## src/rtl/alu_pwr_seq.sv

```systemverilog
// ---------------------------------------------------------------------------
// alu_pwr_seq
//
// Command and power sequencer sitting in front of a power-gated ALU domain.
// Commands (operands + opcode) arrive over a valid/ready interface. When the
// ALU domain is off, the first offered command powers it up: alu_pwr_en
// rises first, then isolation is released once the domain has had
// PWR_UP_CYCLES cycles to settle. Each accepted command produces exactly one
// alu_start pulse. The sequencer then waits for alu_busy to drop, or gives up
// after BUSY_TIMEOUT cycles, and returns the result over a valid/ready
// response interface. After IDLE_TIMEOUT idle cycles the domain is powered
// down again: isolation goes up first, then alu_pwr_en drops.
//
// Ports
//   clk, rst                   clock, synchronous active-high reset
//   cmd_valid/cmd_ready        command handshake (cmd_ready is combinational)
//   cmd_a, cmd_b, cmd_op       command payload
//   rsp_valid/rsp_ready        response handshake
//   rsp_data, rsp_err          captured result, busy-timeout flag (data=0)
//   alu_pwr_en, iso_en         ALU domain power enable and output isolation
//   alu_start                  one-cycle start pulse to the ALU
//   alu_a, alu_b, alu_opcode   operands held stable for the ALU
//   alu_result, alu_busy       ALU result and busy status
//
// All outputs except cmd_ready come straight from flops.
// ---------------------------------------------------------------------------
module alu_pwr_seq #(
    parameter int W             = 16,
    parameter int PWR_UP_CYCLES = 4,
    parameter int IDLE_TIMEOUT  = 16,
    parameter int BUSY_TIMEOUT  = 64
) (
    input  logic         clk,
    input  logic         rst,
    input  logic         cmd_valid,
    output logic         cmd_ready,
    input  logic [W-1:0] cmd_a,
    input  logic [W-1:0] cmd_b,
    input  logic [3:0]   cmd_op,
    output logic         rsp_valid,
    input  logic         rsp_ready,
    output logic [W-1:0] rsp_data,
    output logic         rsp_err,
    output logic         alu_pwr_en,
    output logic         iso_en,
    output logic         alu_start,
    output logic [W-1:0] alu_a,
    output logic [W-1:0] alu_b,
    output logic [3:0]   alu_opcode,
    input  logic [W-1:0] alu_result,
    input  logic         alu_busy
);

    typedef enum logic [2:0] {
        S_OFF,
        S_PWR_UP,
        S_ON,
        S_ISSUE,
        S_WAIT,
        S_RESP,
        S_ISO_ON,
        S_PWR_DN
    } state_t;

    // Each counter only has to reach its limit minus one.
    localparam int PW = $clog2(PWR_UP_CYCLES + 1);
    localparam int IW = $clog2(IDLE_TIMEOUT + 1);
    localparam int BW = $clog2(BUSY_TIMEOUT + 1);

    localparam logic [PW-1:0] PWR_LAST  = PW'(PWR_UP_CYCLES - 1);
    localparam logic [IW-1:0] IDLE_LAST = IW'(IDLE_TIMEOUT - 1);
    localparam logic [BW-1:0] BUSY_LAST = BW'(BUSY_TIMEOUT - 1);

    state_t        state_q,     state_d;
    logic          pwr_en_q,    pwr_en_d;
    logic          iso_q,       iso_d;
    logic          start_q,     start_d;
    logic          rsp_valid_q, rsp_valid_d;
    logic          rsp_err_q,   rsp_err_d;
    logic [W-1:0]  rsp_data_q,  rsp_data_d;
    logic [W-1:0]  a_q,         a_d;
    logic [W-1:0]  b_q,         b_d;
    logic [3:0]    op_q,        op_d;
    logic [PW-1:0] pwr_cnt_q,   pwr_cnt_d;
    logic [IW-1:0] idle_cnt_q,  idle_cnt_d;
    logic [BW-1:0] wait_cnt_q,  wait_cnt_d;

    // ------------------------------------------------------------------
    // Next-state and next-output logic
    // ------------------------------------------------------------------
    always_comb begin
        state_d     = state_q;
        pwr_en_d    = pwr_en_q;
        iso_d       = iso_q;
        start_d     = 1'b0;          // start is a pulse unless re-armed below
        rsp_valid_d = rsp_valid_q;
        rsp_err_d   = rsp_err_q;
        rsp_data_d  = rsp_data_q;
        a_d         = a_q;
        b_d         = b_q;
        op_d        = op_q;
        pwr_cnt_d   = pwr_cnt_q;
        idle_cnt_d  = idle_cnt_q;
        wait_cnt_d  = wait_cnt_q;

        case (state_q)
            S_OFF: begin
                pwr_en_d = 1'b0;
                iso_d    = 1'b1;
                // The command is only noted here; it is accepted later in ON.
                if (cmd_valid) begin
                    state_d   = S_PWR_UP;
                    pwr_en_d  = 1'b1;
                    pwr_cnt_d = '0;
                end
            end

            S_PWR_UP: begin
                // Isolation stays up until the domain has been powered for
                // the full settle time; the release lands in the first ON cycle.
                if (pwr_cnt_q == PWR_LAST) begin
                    state_d    = S_ON;
                    iso_d      = 1'b0;
                    idle_cnt_d = '0;
                    pwr_cnt_d  = '0;
                end else begin
                    pwr_cnt_d = pwr_cnt_q + PW'(1);
                end
            end

            S_ON: begin
                if (cmd_valid) begin
                    // cmd_ready is high in ON, so valid alone is a handshake.
                    state_d    = S_ISSUE;
                    a_d        = cmd_a;
                    b_d        = cmd_b;
                    op_d       = cmd_op;
                    start_d    = 1'b1;
                    idle_cnt_d = '0;
                end else if (idle_cnt_q == IDLE_LAST) begin
                    state_d    = S_ISO_ON;
                    iso_d      = 1'b1;
                    idle_cnt_d = '0;
                end else begin
                    idle_cnt_d = idle_cnt_q + IW'(1);
                end
            end

            S_ISSUE: begin
                // alu_start is high during this cycle only.
                state_d    = S_WAIT;
                wait_cnt_d = '0;
            end

            S_WAIT: begin
                // The ALU sees alu_start at the ISSUE edge and can raise
                // busy for the following cycle, so busy is trusted from the
                // end of the first WAIT cycle onwards. A completion seen in
                // the last permitted cycle still wins over the timeout.
                if (!alu_busy) begin
                    state_d     = S_RESP;
                    rsp_valid_d = 1'b1;
                    rsp_err_d   = 1'b0;
                    rsp_data_d  = alu_result;
                    wait_cnt_d  = '0;
                end else if (wait_cnt_q == BUSY_LAST) begin
                    state_d     = S_RESP;
                    rsp_valid_d = 1'b1;
                    rsp_err_d   = 1'b1;
                    rsp_data_d  = '0;
                    wait_cnt_d  = '0;
                end else begin
                    wait_cnt_d = wait_cnt_q + BW'(1);
                end
            end

            S_RESP: begin
                // Response fields hold until the consumer takes them.
                if (rsp_ready) begin
                    state_d     = S_ON;
                    rsp_valid_d = 1'b0;
                    rsp_err_d   = 1'b0;
                    idle_cnt_d  = '0;
                end
            end

            S_ISO_ON: begin
                // Isolation has been up for one cycle; now remove power.
                state_d  = S_PWR_DN;
                pwr_en_d = 1'b0;
            end

            S_PWR_DN: begin
                // A command offered now is picked up again from OFF.
                state_d = S_OFF;
            end

            default: begin
                state_d  = S_OFF;
                pwr_en_d = 1'b0;
                iso_d    = 1'b1;
            end
        endcase
    end

    // ------------------------------------------------------------------
    // State and output registers
    // ------------------------------------------------------------------
    always_ff @(posedge clk) begin
        if (rst) begin
            state_q     <= S_OFF;
            pwr_en_q    <= 1'b0;
            iso_q       <= 1'b1;
            start_q     <= 1'b0;
            rsp_valid_q <= 1'b0;
            rsp_err_q   <= 1'b0;
            rsp_data_q  <= '0;
            a_q         <= '0;
            b_q         <= '0;
            op_q        <= '0;
            pwr_cnt_q   <= '0;
            idle_cnt_q  <= '0;
            wait_cnt_q  <= '0;
        end else begin
            state_q     <= state_d;
            pwr_en_q    <= pwr_en_d;
            iso_q       <= iso_d;
            start_q     <= start_d;
            rsp_valid_q <= rsp_valid_d;
            rsp_err_q   <= rsp_err_d;
            rsp_data_q  <= rsp_data_d;
            a_q         <= a_d;
            b_q         <= b_d;
            op_q        <= op_d;
            pwr_cnt_q   <= pwr_cnt_d;
            idle_cnt_q  <= idle_cnt_d;
            wait_cnt_q  <= wait_cnt_d;
        end
    end

    // ------------------------------------------------------------------
    // Outputs
    // ------------------------------------------------------------------
    assign cmd_ready  = (state_q == S_ON);
    assign rsp_valid  = rsp_valid_q;
    assign rsp_data   = rsp_data_q;
    assign rsp_err    = rsp_err_q;
    assign alu_pwr_en = pwr_en_q;
    assign iso_en     = iso_q;
    assign alu_start  = start_q;
    assign alu_a      = a_q;
    assign alu_b      = b_q;
    assign alu_opcode = op_q;

endmodule

```

## config.mk

```make
export PLATFORM = sky130hd
export DESIGN_NAME = alu_pwr_seq
export DESIGN_NICKNAME = d
export VERILOG_FILES = /design/src/rtl/alu_pwr_seq.sv
export SDC_FILE = /design/constraint.sdc
export NUM_CORES = 1
export LEC_CHECK = 0
export CAP_MARGIN = 20
export CORE_AREA = 2 2 88 90
export CTS_BUF_LIST = sky130_fd_sc_hd__clkbuf_16
export CTS_CLUSTER_SIZE = 25
export DETAILED_ROUTE_END_ITERATION = 8
export DIE_AREA = 0 0 90 92
export PLACE_DENSITY = 0.78
export SLEW_MARGIN = 5
export SYNTH_ARGS = -nofsm -noshare
export SYNTH_HDL_FRONTEND = slang
export SYNTH_SLANG_ARGS = --single-unit
```

## constraint.sdc

```tcl
create_clock -name clk -period 3 [get_ports clk]
set_input_delay 0.9 -clock clk [delete_from_list [all_inputs] [get_ports clk]]
set_output_delay 0.9 -clock clk [all_outputs]
set_load 0.005 [all_outputs]
```

==> results.py, run 1 <==
metrics = {
    "floorplan": {
        "initial_core_util_pct": 42.2,
        "die_width_um": 90,
        "die_y_um": 92,
        "dieArea_mm2": 0.00828,
        "rows": 32,
        "core_area_mm2": 0.00745,
        "io_pins": 115,
    },
    "drt": {
        "final_antenna_net_count": 0,
        "vias": 2863,
        "drt_wl_total_um": 7770,
        "first_pass_iters": 4,
        "routedWlPerCell_um": 13.5,
        "vias_per_cell": 4.97,
        "drc_errors": 0,
        "first_iter_violations": 99,
    },
    "placement": {
        "io_buffers": 114,
        "dp_hpwl_um": 5260,
        "finalWeightedCongestion": 0.783,
        "dp.cells": 560,
    },
    "layout": {
        "nNetsFinal": 534,
        "area_growth_pct": 47.2,
        "stdcell_count": 576,
        "drive_gt1_share_pct": 6.96,
        "antenna_cells": 0,
        "final_util_pct": 62.1,
        "fillCellCount": 656,
    },
    "synth": {
        "ys_ff_latch": 75,
        "synth_edf_count": 0,
        "syn_nets": 429,
        "yosysUniqueCellTypes": 51,
        "synth-seq-area-share_pct": 47.8,
        "yosysMostFrequentCell": "nand2_1",
        "netlist_instances": 364,
        "avgSynthCellArea_um2": 8.64,
        "synthArstFlopShare_pct": 0,
        "netlist_area_mm2": 0.00314,
        "yosysTopAreaCell": "dfxtp_1",
        "netlist.area_leader.share_pct": 47.8,
        "yosysWarnings": 0,
        "synth-main-ff-cell": "dfxtp_1",
        "ys_top_cells_by_area": "dfxtp_1, nand2_1, a21oi_1",
        "synth_commonest_cells": "nand2_1, dfxtp_1, a21oi_1",
    },
    "pwr": {
        "ir_drop_v": 0.000362,
        "p_per_area_mw_per_mm2": 696,
        "power_w": 0.00322,
        "power.static_leakage_nw": 1.66,
    },
    "worst_setup_path": {
        "rr_startpoint": "state_q[0]$_SDFFE_PP0P_",
        "arrival_ps": 1890,
        "r2r-end": "rsp_valid$_SDFFE_PP0P_",
        "critPathCapture": "cmd_ready",
        "path_class": "reg -> out",
        "required_ps": 2100,
        "cp_max_fo": 10,
        "rr_worst_depth": 6,
        "r2r_slack_ps": 1020,
        "cp-start-kind": "flip-flop",
        "startpoint": "state_q[0]$_SDFFE_PP0P_",
        "cp-end-kind": "output pin",
    },
    "clock_network": {
        "clock-sinks": 75,
        "post_cts_buffers": 0,
        "ctsResizeCount": 0,
        "cts_buffers": 9,
        "clk_pin_slew_ps": 60,
        "clockRootBuffer": "clkbuf_16",
        "cts_hold_repair.buffers": 0,
        "clockBufferDepth": 2,
        "htree_levels": 3,
        "clock_latency_ps": 320,
        "cts_tree": "done",
    },
    "grt": {
        "grt.total_usage_pct": 18.5,
        "grt_pass1_wl_um": 12500,
        "antenna_found_initial": 0,
        "grt_max_degree": 68,
        "grt_pass1_vias": 2644,
        "grt_overflow": 0,
    },
    "timing": {
        "fin_worst_skew_ps": 5.08,
        "clock.fmax_mhz": 358,
        "setup_violations": 0,
        "slew_viol_final": 0,
        "tightest_slew_ps": 693,
        "finalSetupTns_ps": 0,
        "fin_crit_sh_pct": 93.0,
        "rsz0062_at_grt": "no",
        "period_needed_ps": 2790,
        "slew_headroom_pct": 53.8,
        "hold_viol": 0,
        "whs_ps": 438,
    },
    "min_path": {
        "min_path_type": "reg -> reg",
    },
    "status": {
        "outcome": "finished, final reports clean",
    },
    "run": {
        "drv_cap": 0,
    },
}
==> registers in the layout (all words and copies together) (netlist names) <==
| register | count |
|---|---|
| alu_a | 16 |
| alu_b | 16 |
| alu_opcode | 4 |
| alu_pwr_en | 1 |
| alu_start | 1 |
| idle_cnt_q | 5 |
| iso_en | 1 |
| pwr_cnt_q | 3 |
| rsp_data | 16 |
| rsp_err | 1 |
| rsp_valid | 1 |
| state_q | 3 |
| wait_cnt_q | 7 |
==> layer usage <==
layer | vias to the layer above | GRT usage, % | part of all wire (%)
met5 | - | 0 | 0
met2 | 80 | 30.8 | 48
met4 | 0 | 6.92 | 1.6
met3 | 11 | 5.83 | 5.4
li1 | 1464 | - | -
met1 | 1308 | 22.5 | 45
==> worst min-delay path by stage <==
stage | from | endpoint | slack (ps) | depth (start not counted)
floorplan | pwr_cnt_q[2]$_SDFFE_PP0P_ | pwr_cnt_q[2]$_SDFFE_PP0P_ | 410 | 2
global placement | pwr_cnt_q[2]$_SDFFE_PP0P_ | pwr_cnt_q[2]$_SDFFE_PP0P_ | 420 | 2
detailed placement | pwr_cnt_q[2]$_SDFFE_PP0P_ | pwr_cnt_q[2]$_SDFFE_PP0P_ | 430 | 2
CTS | pwr_cnt_q[2]$_SDFFE_PP0P_ | pwr_cnt_q[2]$_SDFFE_PP0P_ | 440 | 2
global route | idle_cnt_q[4]$_SDFFE_PP0P_ | idle_cnt_q[4]$_SDFFE_PP0P_ | 450 | 1
finish | pwr_cnt_q[2]$_SDFFE_PP0P_ | pwr_cnt_q[2]$_SDFFE_PP0P_ | 440 | 2
==> worst max-delay path: stages (launching register included) <==
cell and delay (ps):
dfxtp_1 350, inv_1 100, ha_1 350, and2b_1 250, clkdlybuf4s50_1 520
==> report_power, final <==
part	switching, W	leakage [nW]	internal, W
combinational	0.000478	0.897	0.000436
sequential	0.0000583	0.606	0.00109
clock	0.000423	0.156	0.000735
total	0.000960	1.66	0.00226
==> through the flow <==
stage | setup WS [ps] | instance area, µm²
5_1_grt | 112 | 4630
3_3_place_gp | 538 | 4300
6_report | 209 | 4630
2_1_floorplan | 1140 | 3140
3_5_place_dp | 512 | 4300
4_1_cts | 205 | 4630
==> final cells by class <==
class	count	area, µm²	area share (%)
clock buffers	9	225	4.87
well taps	102	128	2.76
multi-input cells	259	1480	32.1
clock inverters	7	100	2.16
flip-flops and latches	75	1500	32.4
inverters	6	22.5	0.487
repair buffers	118	1170	25.2
==> cells in the final DEF (no fill, tap or decap), drive strengths merged, types with 4 or more instances in the layout <==
master and instances:
nand2 85, inv 8, o21ai 7, clkbuf 9, a21oi 49, clkdlybuf4s50 113, a22oi 16, nand3 4
mux2i 5, buf 5, ha 8, nand2b 4, dfxtp 75, nor2 32
==> logic make-up (layout without fill, tap and decap cells) <==
logic type / Yosys count / in the layout / share of synthesized area, %
muxes: 7 / 7 / 2.31
AOI/OAI and AO/OA: 91 / 91 / 19.1
adders and majority gates: 8 / 8 / 3.18
buffers and inverters: 30 / 140 / 5.05
xor gates and xnor gates: 3 / 3 / 0.836
DFF: 75 / 75 / 47.8
and+or+nand+nor: 150 / 150 / 21.8
Note: power is estimated with default switching activity, not from simulation.
==> inputs of run 2 (changes only) <==
CAP_MARGIN = not set   (was 20)
DONT_BUFFER_PORTS = 1   (was not set)
PLACE_DENSITY = not set   (was 0.78)
SETUP_SLACK_MARGIN = 0.15   (was not set)
==> results.py, run 2 (same netlist as run 1, synthesis figures left out) <==
metrics = {
    "grt": {
        "grt.total_usage_pct": 16.0,
        "grt_max_degree": 69,
        "antenna_found_initial": 0,
        "top_usage_layer": "met2",
        "use_met2_pct": 24.2,
        "grt_pass1_wl_um": 10900,
        "grt_overflow": 0,
        "grt_pass1_vias": 2302,
        "grtUsageMet1_pct": 20.2,
        "met3_usage_pct": 5.51,
    },
    "pwr": {
        "ir_drop_v": 0.000365,
        "power_w": 0.00305,
        "p_per_area_mw_per_mm2": 876,
        "power.static_leakage_nw": 1.24,
    },
    "worst_setup_path": {
        "cp-start-kind": "flip-flop",
        "arrival_ps": 2660,
        "path_class": "reg -> reg",
        "rr_startpoint": "state_q[0]$_SDFFE_PP0P_",
        "required_ps": 3250,
        "cp_max_fo": 36,
        "startpoint": "state_q[0]$_SDFFE_PP0P_",
        "rr_worst_depth": 6,
        "cp-end-kind": "flip-flop",
    },
    "drt": {
        "vias_per_cell": 5.34,
        "drc_errors": 0,
        "drt_wl_total_um": 6630,
        "vias": 2450,
        "first_iter_violations": 96,
        "final_antenna_net_count": 0,
        "first_pass_iters": 4,
        "routedWlPerCell_um": 14.4,
    },
    "clock_network": {
        "clk_pin_slew_ps": 60,
        "clockBufferDepth": 2,
        "clock-sinks": 75,
        "clockRootBuffer": "clkbuf_16",
        "clock_latency_ps": 320,
        "cts_hold_repair.buffers": 0,
        "htree_levels": 3,
        "cts_tree": "done",
        "cts_buffers": 9,
        "post_cts_buffers": 0,
        "ctsResizeCount": 0,
    },
    "timing": {
        "tightest_slew_ps": 1230,
        "slew_headroom_pct": 18.3,
        "fin_crit_sh_pct": 80.2,
        "hold_viol": 0,
        "rsz0062_at_grt": "no",
        "fin_worst_skew_ps": 5.13,
        "finalSetupTns_ps": 0,
        "period_needed_ps": 2410,
        "slew_viol_final": 0,
        "clock.fmax_mhz": 416,
        "setup_violations": 0,
    },
    "status": {
        "outcome": "finished, final reports clean",
    },
    "placement": {
        "dp_hpwl_um": 4520,
        "finalWeightedCongestion": 0.776,
        "io_buffers": 0,
        "dp.cells": 443,
    },
    "floorplan": {
        "die_y_um": 92,
        "initial_core_util_pct": 42.2,
        "dieArea_mm2": 0.00828,
        "core_area_mm2": 0.00745,
        "die_width_um": 90,
        "io_pins": 115,
        "rows": 32,
    },
    "layout": {
        "antenna_cells": 0,
        "area_growth_pct": 10.8,
        "nNetsFinal": 417,
        "drive_gt1_share_pct": 8.12,
        "most-common-layout-cells": "nand2_1, dfxtp_1, a21oi_1",
        "stdcell_count": 459,
        "layout_commonest_cell": "nand2_1",
    },
    "run": {
        "drv_cap": 0,
    },
    "min_path": {
        "min_path_type": "reg -> reg",
        "hold_depth": 2,
        "min_from": "pwr_cnt_q[2]$_SDFFE_PP0P_",
    },
}
run 2: changes by cell type in the layout (fill, tap and decap cells not counted), sizes merged:
cell           previous run  this run
bufinv                    2         3
clkdlybuf4s50           113         0
buf                       5         1
clkinvlp                  1         0
run 2: path summary, 6_finish.rpt:
kind                                                   to  slack, ps
worst max-delay path                alu_b[6]$_SDFFE_PP0P_        590
worst min-delay path            pwr_cnt_q[2]$_SDFFE_PP0P_        430
worst max register to register      alu_b[6]$_SDFFE_PP0P_        590
worst min register to register  pwr_cnt_q[2]$_SDFFE_PP0P_        430
run 2: cell type report:
type                       instances  area (µm²)
clock buffer                       9         225
fill                             729        3960
tap                              102         128
clock inverter                     7         116
sequential                        75        1500
multi-input combinational        259        1480
timing repair buffer               1        7.51
inverter                           6        22.5
run 2: where the power goes:
| part | total (W) | switching (W) | internal (W) |
|---|---|---|---|
| Sequential | 0.00118 | 0.0000834 | 0.00109 |
| Combinational | 0.000659 | 0.000406 | 0.000252 |
| Clock | 0.00122 | 0.000407 | 0.000812 |
run 2: per-layer routing:
metal | up-vias | wire length [µm]
met5 | - | 0
met1 | 1108 | 3040
met4 | 0 | 117
met3 | 15 | 508
li1 | 1224 | -
met2 | 103 | 2960
run 2: worst max-delay path: stages (launching register included):
cell	delay, ps
dfxtp_1	350
inv_1	90
ha_1	320
and2b_1	270
and2_1	970
nand2_1	150
a21oi_1	160
run 2: through the flow:
| step | setup WS (ps) | area [µm²] | utilization (%) | hold slack (ps) |
|---|---|---|---|---|
| floorplan | 1140 | 3140 | - | 412 |
| global placement | 663 | 3140 | 42.2 | 424 |
| detailed placement | 591 | 3140 | 42.2 | 430 |
| CTS | 574 | 3480 | 46.8 | 438 |
| global route | 298 | 3480 | 46.8 | 467 |
| finish | 593 | 3480 | 46.8 | 435 |
==> inputs of run 3 (changes only) <==
clock period = 2.15 ns   (was 3 ns; I/O delays follow)
==> results.py, run 3 (same netlist as run 1, synthesis figures left out) <==
metrics = {
    "timing": {
        "slew_viol_final": 0,
        "slew_headroom_pct": 68.7,
        "clock.fmax_mhz": 523,
        "fin_worst_skew_ps": 7.95,
        "finalSetupTns_ps": 0,
        "setup_violations": 0,
        "period_needed_ps": 1910,
        "fin_crit_sh_pct": 88.9,
        "whs_ps": 386,
        "tightest_slew_ps": 468,
        "hold_viol": 0,
        "rsz0062_at_grt": "no",
    },
    "floorplan": {
        "dieArea_mm2": 0.00828,
        "core_area_mm2": 0.00745,
        "rows": 32,
        "initial_core_util_pct": 42.2,
        "die_width_um": 90,
        "io_pins": 115,
        "die_y_um": 92,
    },
    "worst_setup_path": {
        "r2r-end": "state_q[0]$_SDFFE_PP0P_",
        "path_class": "reg -> out",
        "crit_chain": "inv_1 -> ha_2 -> and2b_2",
        "cp-start-kind": "flip-flop",
        "cp_max_fo": 10,
        "rr_startpoint": "state_q[1]$_SDFFE_PP0P_",
        "slowest_stage": "dfxtp_2",
        "rr_worst_depth": 5,
        "startpoint": "state_q[0]$_SDFFE_PP0P_",
        "required_ps": 1500,
        "arrival_ps": 1270,
        "cp-end-kind": "output pin",
        "critPathMaxStageDelay_ps": 340,
        "r2r_slack_ps": 390,
    },
    "clock_network": {
        "clock_latency_ps": 330,
        "post_cts_buffers": 0,
        "cts_buffers": 9,
        "clock-sinks": 75,
        "htree_levels": 3,
        "cts_tree": "done",
        "clockRootBuffer": "clkbuf_16",
        "clk_pin_slew_ps": 60,
        "clockBufferDepth": 2,
    },
    "drt": {
        "vias_per_cell": 5.24,
        "routedWlPerCell_um": 14.3,
        "vias": 2426,
        "final_antenna_net_count": 0,
        "first_pass_iters": 4,
        "first_iter_violations": 124,
        "drc_errors": 0,
        "drt_wl_total_um": 6630,
    },
    "pwr": {
        "power.static_leakage_nw": 1.23,
        "switchingPower_w": 0.00129,
        "p_per_area_mw_per_mm2": 1150,
        "power_frac_seq_pct": 41.1,
        "intPower_w": 0.00272,
        "swShare_pct": 32.2,
        "clockPowerShare_pct": 35.0,
        "combPwrFrac_pct": 23.9,
        "ir_drop_v": 0.000425,
    },
    "min_path": {
        "min_path_type": "in -> reg",
        "whs_endpoint": "alu_b[3]$_SDFFE_PP0P_",
        "min_from": "rst",
        "hold_depth": 1,
    },
    "layout": {
        "nNetsFinal": 421,
        "antenna_cells": 0,
        "fin_area_mm2": 0.00349,
        "layout_commonest_cell": "nand2_1",
        "area_growth_pct": 10.9,
        "most-common-layout-cells": "nand2_1, dfxtp_1, a21oi_1",
        "drive_gt1_share_pct": 10.5,
        "final_util_pct": 46.8,
        "stdcell_count": 463,
    },
    "placement": {
        "dp.cells": 447,
        "io_buffers": 0,
        "dp_hpwl_um": 4580,
        "finalWeightedCongestion": 0.773,
        "placed_area_mm2": 0.00320,
    },
    "grt": {
        "grt_pass1_wl_um": 11000,
        "grt_max_degree": 69,
        "grt.total_usage_pct": 16.2,
        "antenna_found_initial": 0,
        "grt_overflow": 0,
        "grt_pass1_vias": 2316,
    },
    "status": {
        "outcome": "finished, final reports clean",
    },
    "run": {
        "drv_cap": 0,
    },
}
==> run 3: power groups by stage <==
stage | Combinational (W) | Sequential [W] | Clock (W)
floorplan | 0.000839 | 0.00163 | 0
global placement | 0.000927 | 0.00168 | 0
detailed placement | 0.000947 | 0.00168 | 0
CTS | 0.000952 | 0.00165 | 0.00144
global route | 0.00109 | 0.00167 | 0.00150
finish | 0.000957 | 0.00165 | 0.00140
==> run 3: worst max path at each step <==
stage / end / slack [ps] / depth (start not counted)
floorplan: alu_b[0]$_SDFFE_PP0P_ / 480 / 9
global placement: state_q[0]$_SDFFE_PP0P_ / 380 / 6
detailed placement: state_q[0]$_SDFFE_PP0P_ / 320 / 6
CTS: cmd_ready / 190 / 3
global route: cmd_ready / 170 / 3
finish: cmd_ready / 240 / 3
==> run 3: cell type report <==
| class | instances | area, µm² |
|---|---|---|
| fill | 747 | 3960 |
| sequential | 75 | 1500 |
| multi-input combinational | 259 | 1490 |
| clock buffer | 9 | 225 |
| tap | 102 | 128 |
| timing repair buffer | 5 | 62.6 |
| clock inverter | 7 | 57.6 |
| inverter | 6 | 22.5 |
==> run 3: per-stage QoR <==
stage          power, W  setup slack (ps)
6_report        0.00401               240
5_1_grt         0.00426               171
4_1_cts         0.00404               185
3_5_place_dp    0.00263               318
3_3_place_gp    0.00260               378
2_1_floorplan   0.00247               484
==> run 3: worst max-delay path, delay by kind of cell, from the launching register on <==
| kind | cells | cell delay [ps] |
|---|---|---|
| simple gates | 1 | 230 |
| fa+ha+maj | 1 | 280 |
| buf+inv | 1 | 90 |
| flops | 1 | 340 |
==> run 3: routing by layer <==
metal | up-vias | global-route usage [%] | share of wire (%)
li1 | 1232 | - | -
met1 | 1097 | 21.5 | 46
met2 | 91 | 24.2 | 44
met3 | 6 | 5.59 | 8.1
met4 | 0 | 6.41 | 1.0
met5 | - | 0 | 0
==> run 3: timing repair <==
action / in CTS / in global routing
setup endpoints to repair: 1 / 2
hold buffers: 0 / 0
gates cloned: 0 / 0
gates resized for setup: 1 / 3
